## src/rtl/current_loop_sequencer.sv

```systemverilog
// rtl/current_loop_sequencer.sv - 20 kHz current-loop sequencer: tick, ADC/PI/PWM strobes, soft-start and trips
//
// Purpose:
//   Divides clk down to the loop tick. On each tick in RUN it requests an ADC
//   conversion, latches the sample, steps the PI controller and then loads
//   the PWM reference. Kp/Ki/VMAX are applied only on tick boundaries. VMAX
//   soft-starts from zero. Overcurrent, ADC timeout and persistent
//   saturation all trip the loop into FAULT.
//
// Ports:
//   clk, reset_n              clock, asynchronous active-low reset
//   run_req, fault_clr        run request level, fault clear level (only with run_req=0)
//   cfg_update                pulse; captures Kp_in/Ki_in/VMAX_in into pending registers
//   Kp_in, Ki_in, VMAX_in     gain (Q8.8) and voltage limit (Q1.15) inputs
//   adc_start, adc_done       conversion request strobe and completion strobe
//   adc_current               signed sample, valid with adc_done
//   actual_current            latched sample fed to the PI controller
//   pi_enable, pi_reset_n     PI step strobe, PI reset (held low outside RUN)
//   sat_flag                  PI saturation indicator
//   Kp_out, Ki_out, vmax_out  applied gains and ramped voltage limit
//   pwm_load                  PWM reference load strobe
//   state, fault_code         0=IDLE 1=RUN 2=FAULT; 0=none 1=overcurrent 2=ADC timeout 3=saturation

module current_loop_sequencer #(
    parameter int TICK_DIV        = 5000,
    parameter int ADC_TIMEOUT     = 200,
    parameter int OC_LIMIT        = 12000,
    parameter int SAT_FAULT_TICKS = 2000,
    parameter int RAMP_STEP       = 16
) (
    input  logic               clk,
    input  logic               reset_n,
    input  logic               run_req,
    input  logic               fault_clr,
    input  logic               cfg_update,
    input  logic [15:0]        Kp_in,
    input  logic [15:0]        Ki_in,
    input  logic [15:0]        VMAX_in,
    output logic               adc_start,
    input  logic               adc_done,
    input  logic signed [31:0] adc_current,
    output logic signed [31:0] actual_current,
    output logic               pi_enable,
    output logic               pi_reset_n,
    input  logic               sat_flag,
    output logic [15:0]        Kp_out,
    output logic [15:0]        Ki_out,
    output logic [15:0]        vmax_out,
    output logic               pwm_load,
    output logic [1:0]         state,
    output logic [1:0]         fault_code
);

    localparam int DIV_W  = (TICK_DIV > 1) ? $clog2(TICK_DIV) : 1;
    localparam int WAIT_W = $clog2(ADC_TIMEOUT + 1);
    localparam int SAT_W  = $clog2(SAT_FAULT_TICKS + 1);

    localparam logic [1:0] FC_NONE = 2'd0;
    localparam logic [1:0] FC_OC   = 2'd1;
    localparam logic [1:0] FC_ADC  = 2'd2;
    localparam logic [1:0] FC_SAT  = 2'd3;

    typedef enum logic [1:0] {
        ST_IDLE  = 2'd0,
        ST_RUN   = 2'd1,
        ST_FAULT = 2'd2
    } state_e;

    // Position inside one tick's ADC -> PI -> PWM sequence. Anything other
    // than PH_NONE counts as "in flight" and defers a RUN->IDLE exit.
    typedef enum logic [1:0] {
        PH_NONE = 2'd0,
        PH_WAIT = 2'd1,
        PH_PI   = 2'd2,
        PH_LOAD = 2'd3
    } phase_e;

    state_e              state_q;
    phase_e              phase_q;
    logic [DIV_W-1:0]    div_q;
    logic [DIV_W-1:0]    div_d;
    logic [WAIT_W-1:0]   wait_q;
    logic [SAT_W-1:0]    sat_cnt_q;
    logic [15:0]         pend_kp_q;
    logic [15:0]         pend_ki_q;
    logic [15:0]         pend_vmax_q;
    logic [15:0]         vmax_app_q;
    logic [15:0]         kp_out_q;
    logic [15:0]         ki_out_q;
    logic [15:0]         vmax_out_q;
    logic signed [31:0]  actual_current_q;
    logic                adc_start_q;
    logic                pi_enable_q;
    logic                pwm_load_q;
    logic                pi_reset_n_q;
    logic [1:0]          fault_code_q;

    logic                tick;
    logic [32:0]         adc_abs;
    logic                oc_trip;
    logic [16:0]         ramp_sum;
    logic [15:0]         ramp_sat;
    logic [15:0]         ramp_next;

    assign tick  = (div_q == DIV_W'(TICK_DIV - 1));
    assign div_d = tick ? '0 : div_q + 1'b1;

    // Magnitude in 33 bits so that -2^31 becomes +2^31 and trips cleanly.
    assign adc_abs = adc_current[31] ? (33'd0 - {adc_current[31], adc_current})
                                     : {1'b0, adc_current};
    assign oc_trip = (adc_abs > 33'(OC_LIMIT));

    // Soft-start: saturating add, then never above the applied limit. The
    // same min() also pulls vmax_out down when the applied limit is lowered.
    assign ramp_sum  = {1'b0, vmax_out_q} + 17'(RAMP_STEP);
    assign ramp_sat  = (ramp_sum > 17'h07FFF) ? 16'h7FFF : ramp_sum[15:0];
    assign ramp_next = (ramp_sat > vmax_app_q) ? vmax_app_q : ramp_sat;

    always_ff @(posedge clk or negedge reset_n) begin
        if (!reset_n) begin
            state_q          <= ST_IDLE;
            phase_q          <= PH_NONE;
            div_q            <= '0;
            wait_q           <= '0;
            sat_cnt_q        <= '0;
            pend_kp_q        <= '0;
            pend_ki_q        <= '0;
            pend_vmax_q      <= '0;
            vmax_app_q       <= '0;
            kp_out_q         <= '0;
            ki_out_q         <= '0;
            vmax_out_q       <= '0;
            actual_current_q <= '0;
            adc_start_q      <= 1'b0;
            pi_enable_q      <= 1'b0;
            pwm_load_q       <= 1'b0;
            pi_reset_n_q     <= 1'b0;
            fault_code_q     <= FC_NONE;
        end else begin
            div_q       <= div_d;
            adc_start_q <= 1'b0;
            pi_enable_q <= 1'b0;
            pwm_load_q  <= 1'b0;

            if (cfg_update) begin
                pend_kp_q   <= Kp_in;
                pend_ki_q   <= Ki_in;
                pend_vmax_q <= VMAX_in;
            end

            // Reads the old pending values, so a cfg_update on the tick
            // cycle only takes effect at the following tick.
            if (tick) begin
                kp_out_q   <= pend_kp_q;
                ki_out_q   <= pend_ki_q;
                vmax_app_q <= pend_vmax_q;
            end

            case (state_q)
                ST_IDLE: begin
                    if (tick && run_req) begin
                        state_q      <= ST_RUN;
                        phase_q      <= PH_WAIT;
                        pi_reset_n_q <= 1'b1;
                        adc_start_q  <= 1'b1;
                        wait_q       <= '0;
                        sat_cnt_q    <= '0;
                        vmax_out_q   <= '0;
                    end
                end

                ST_RUN: begin
                    case (phase_q)
                        PH_WAIT: begin
                            if (adc_done) begin
                                actual_current_q <= adc_current;
                                if (oc_trip) begin
                                    state_q      <= ST_FAULT;
                                    phase_q      <= PH_NONE;
                                    fault_code_q <= FC_OC;
                                    pi_reset_n_q <= 1'b0;
                                    vmax_out_q   <= '0;
                                end else begin
                                    pi_enable_q <= 1'b1;
                                    phase_q     <= PH_PI;
                                end
                            end else if (wait_q == WAIT_W'(ADC_TIMEOUT - 1)) begin
                                state_q      <= ST_FAULT;
                                phase_q      <= PH_NONE;
                                fault_code_q <= FC_ADC;
                                pi_reset_n_q <= 1'b0;
                                vmax_out_q   <= '0;
                            end else begin
                                wait_q <= wait_q + 1'b1;
                            end
                        end

                        PH_PI: begin
                            pwm_load_q <= 1'b1;
                            vmax_out_q <= ramp_next;
                            phase_q    <= PH_LOAD;
                        end

                        PH_LOAD: begin
                            phase_q <= PH_NONE;
                            if (!sat_flag) begin
                                sat_cnt_q <= '0;
                            end else if (sat_cnt_q == SAT_W'(SAT_FAULT_TICKS - 1)) begin
                                state_q      <= ST_FAULT;
                                fault_code_q <= FC_SAT;
                                pi_reset_n_q <= 1'b0;
                                vmax_out_q   <= '0;
                            end else begin
                                sat_cnt_q <= sat_cnt_q + 1'b1;
                            end
                        end

                        default: begin
                            if (tick) begin
                                if (run_req) begin
                                    phase_q     <= PH_WAIT;
                                    adc_start_q <= 1'b1;
                                    wait_q      <= '0;
                                end else begin
                                    state_q      <= ST_IDLE;
                                    pi_reset_n_q <= 1'b0;
                                    vmax_out_q   <= '0;
                                end
                            end
                        end
                    endcase
                end

                default: begin
                    if (fault_clr && !run_req) begin
                        state_q      <= ST_IDLE;
                        fault_code_q <= FC_NONE;
                    end
                end
            endcase
        end
    end

    assign adc_start      = adc_start_q;
    assign pi_enable      = pi_enable_q;
    assign pwm_load       = pwm_load_q;
    assign pi_reset_n     = pi_reset_n_q;
    assign actual_current = actual_current_q;
    assign Kp_out         = kp_out_q;
    assign Ki_out         = ki_out_q;
    assign vmax_out       = vmax_out_q;
    assign state          = state_q;
    assign fault_code     = fault_code_q;

endmodule

```

## config.mk

```make
export PLATFORM = sky130hd
export DESIGN_NAME = current_loop_sequencer
export DESIGN_NICKNAME = d
export VERILOG_FILES = /design/src/rtl/current_loop_sequencer.sv
export SDC_FILE = /design/constraint.sdc
export NUM_CORES = 1
export LEC_CHECK = 0
export BUFFER_PORTS_ARGS = -buffer_cell sky130_fd_sc_hd__buf_2
export CORE_MARGIN = 2
export CORE_UTILIZATION = 45
export DETAILED_ROUTE_END_ITERATION = 6
export GPL_ROUTABILITY_DRIVEN = 0
export PLACE_DENSITY = 0.77
export SLEW_MARGIN = 20
export SYNTH_ARGS = -nofsm -noshare
export SYNTH_HDL_FRONTEND = slang
export SYNTH_SLANG_ARGS = --single-unit
```

## constraint.sdc

```tcl
create_clock -name clk -period 3.8 [get_ports clk]
set_input_delay 0.19 -clock clk [delete_from_list [all_inputs] [get_ports clk]]
set_output_delay 0.19 -clock clk [all_outputs]
set_load 0.01 [all_outputs]
```

==> metrics.md <==
| Metric | Value |
|---|---|
| Final HPWL DP | 15600 µm |
| Main flop type after synthesis | dfrtp_1 |
| Reg2reg end | vmax_out[2] |
| Clock power frac | 0.428 |
| Drt via density | 5.52 |
| Setup slack, reg-to-reg | 0.22 ns |
| Die width | 149 µm |
| Synth Register Bits | 186 |
| Hold_ws | 0.0194 ns |
| Cell-internal power | 3.15 mW |
| Synthesized area | 0.00941 mm² |
| Number of global-route vias before repair | 7765 |
| Port bufs | 174 |
| DRT iter0 DRCs | 420 |
| Most frequent cells in the layout | dfrtp_1 (185), buf_2 (172), nand2_1 (171) |
| Worst Hold Endpoint | pend_vmax_q[7] |
| Hold Crit Start | VMAX_in[7] |
| Mean post-synth cell area | 10.0 µm² |
| H-tree depth | 4 |
| TritonCTS clock tree | built |
| Post-Synth XOR/XNOR Area | 0.0223 |
| Minimum clock period | 3.58 ns |
| Post-synth top area share | 0.495 |
| Syn_nets | 1049 |
| Clk Latency, worst-skew pair | 0.42 ns |
| Cells on Worst Hold Path | 2 |
| DRT Pass-1 Iters | 5 |
| First-pass GRT wire length | 38100 µm |
| Max cap viols | 0 |
| Final Hold Vio Count | 0 |
| Fin. max-slew vios | 0 |
| Top post-synthesis cells by area | dfrtp_1 (49%), mux2_2 (9.1%), nand2_1 (6.8%) |
| Main combinational cell family by area after synthesis | simple AND/OR/NAND/NOR gates |
| Max Fanout on Critical Path | 11 |
| Share of layout cells above drive strength 1 | 0.286 |
| Adder-Cell Fraction of Synth Area | 0.0293 |
| Reg2reg start | vmax_out[4] |
| Cells after Synth | 940 |
| Comb pwr share | 0.075 |
| Post-synthesis simple-gate area fraction | 0.183 |
| Synth async-reset ratio | 1.00 |
| Leakage | 5.59 nW |
| Largest net degree at the start of global routing | 92 |
| CP arrival | 3.89 ns |
| Cell taking the most area after synthesis | dfrtp_1 |
| Die Footprint | 0.0221 mm² |
| Power per standard cell area | 357 mW/mm² |
| Critical Path Start Type | register |
| R2R depth | 17 |
| Yosys Warn Count | 0 |
| Residual DRC | 0 |
| Final ANT Viol Nets | 0 |
| Seq/Total Area, Yosys | 0.495 |
| Grt ovf | 0 |
| Clock Tree Buf Depth | 2 |
| Fmax | 0.280 GHz |
| Endpoint class of the critical path | register |
| CP Data Required Time | 4.11 ns |
| Worst Hold Class | in2reg |
| Most common cell after layout, fill and taps aside | dfrtp_1 |
| Post-layout util | 0.571 |
| Relative max-transition margin | 0.498 |
| Root Buffer | clkbuf_16 |
| GRT Overall Usage | 0.213 |
| Post-synthesis cell type count | 74 |
| Post-synth EDFFs | 0 |
| NetSw | 1.00 mW |
| Sink Count | 186 |
| Switching share of power | 0.242 |
| I/O pins | 175 |
| Setup CP Type | reg2reg |
| Multiplexer area fraction after synthesis | 0.101 |
| Status | complete, no violations |
| Total power | 4.15 mW |
| Post-Place Cell Area | 0.0105 mm² |
| Setup TNS | 0 ns |
| Core Region | 0.0204 mm² |
| Fin nets | 1255 |
| Post-route cell area | 0.0116 mm² |
| Worst-Margin Slew | 0.751 ns |
| Final setup viols | 0 |
| Via count | 7897 |
| Routed WL | 23300 µm |
| Total CTS buffers | 17 |
| Wirelength per Cell | 16.3 µm |
| Die Y | 149 µm |
| Synthesis-to-layout area growth | 23.6% |
| Initial antenna violation count | 0 |
| Rows | 52 |
| Fill cell count | 1699 |
| Sequential share of power | 0.497 |
| Period Utilization, post-route | 0.941 |
| Clk slew on worst S/H paths | 0.07 ns |
| Initial Utilization | 0.462 |
| Compound-Gate Fraction of Synth Area | 0.132 |
| Max Clock Skew | 0.0132 ns |
| Worst ir drop on vdd | 296 µV |
## sequential cells by signal, summed over array words and instances (netlist names)
name            cells
actual_current     32
Ki_out             16
Kp_out             16
pend_ki_q          16
pend_kp_q          16
pend_vmax_q        16
vmax_app_q         16
vmax_out           16
div_q              13
sat_cnt_q          11
wait_q              8
fault_code          2
phase_q             2
state               2
adc_start           1
pi_enable           1
pi_reset_n          1
pwm_load            1
## critical path: stages (launching register included)
cell and delay, ns:
dfrtp_2 0.45, inv_1 0.06, ha_1 0.32, nand4b_1 0.19
nor4_2 0.15, nand3_1 0.12, o31a_4 0.40, nand2b_1 0.09
ha_1 0.23, nor2b_1 0.14, o21a_1 0.17, o211ai_1 0.16
a31oi_1 0.12, a2bb2oi_2 0.20, buf_4 0.18, a21oi_1 0.16
o22ai_1 0.10, a21o_2 0.21
## per-stage QoR
stage          setup WS (ns)  cells
6_report               0.223   1430
2_1_floorplan         0.0255    940
5_1_grt            -0.000155   1429
4_1_cts               0.0667   1425
3_5_place_dp          0.0736   1350
3_3_place_gp           0.224   1350
## synthesized netlist by cell type (13+ instances only)
library cell    n
ha_1           22
dfrtp_1       186
nand2_1       171
nor3_1         14
and3_1         14
nand3_1        17
a21oi_1        34
inv_1          28
o21ai_0        69
nand4_1        19
clkbuf_1       46
mux2_2         76
nor2_1         48
nand2b_1       13
## timing repair
action	CTS	global route
endpoints found under the setup margin	0	15
hold buffers	43	3
setup buffers	0	1
gates resized for setup	0	5
hold endpoints to repair	130	3
## power by group through the flow
stage                     Sequential [mW]  Clock (mW)  Combinational, mW
final                                2.06        1.78              0.311
after global placement               2.10           0              0.264
after floorplan                      2.10           0              0.137
after detailed placement             2.10           0              0.271
after global routing                 2.07        1.90              0.342
after CTS                            2.06        1.82              0.309
## cell type report
class | count | area (µm²) | share of cell area
clock buffer | 20 | 457 | 0.0393
sequential | 186 | 4660 | 0.400
multi-input combinational | 671 | 4430 | 0.381
inverter | 29 | 109 | 0.00936
clock inverter | 12 | 129 | 0.0111
antenna | 1 | 2.50 | 0.000215
timing repair buffer | 241 | 1500 | 0.129
tap | 270 | 338 | 0.0291
## per-layer routing
layer / up-vias / GRT usage / wire length, µm
met5: - / 0 / 0
met4: 0 / 0.0714 / 547
met3: 45 / 0.0454 / 1090
met2: 248 / 0.363 / 11800
met1: 3862 / 0.270 / 9900
li1: 3742 / - / -
## logic make-up after synthesis
logic type      Yosys count
other cells               1
compound gates          184
buf+inv                  83
simple gates            355
mux                      85
flops                   186
xor+xnor                 24
fa+ha+maj                22
## how the worst max path moves through the flow
stage | slack (ns) | start | endpoint | cells after the start
global placement | 0.22 | adc_current[1] | vmax_out[2] | 12
finish | 0.22 | vmax_out[4] | vmax_out[2] | 17
global route | -0.0002 | vmax_out[4] | vmax_out[2] | 17
detailed placement | 0.07 | vmax_out[4] | vmax_out[6] | 16
floorplan | 0.03 | vmax_out[7] | vmax_out[7] | 18
CTS | 0.07 | vmax_out[4] | vmax_out[6] | 16
Power figures use the tool's default switching activity.
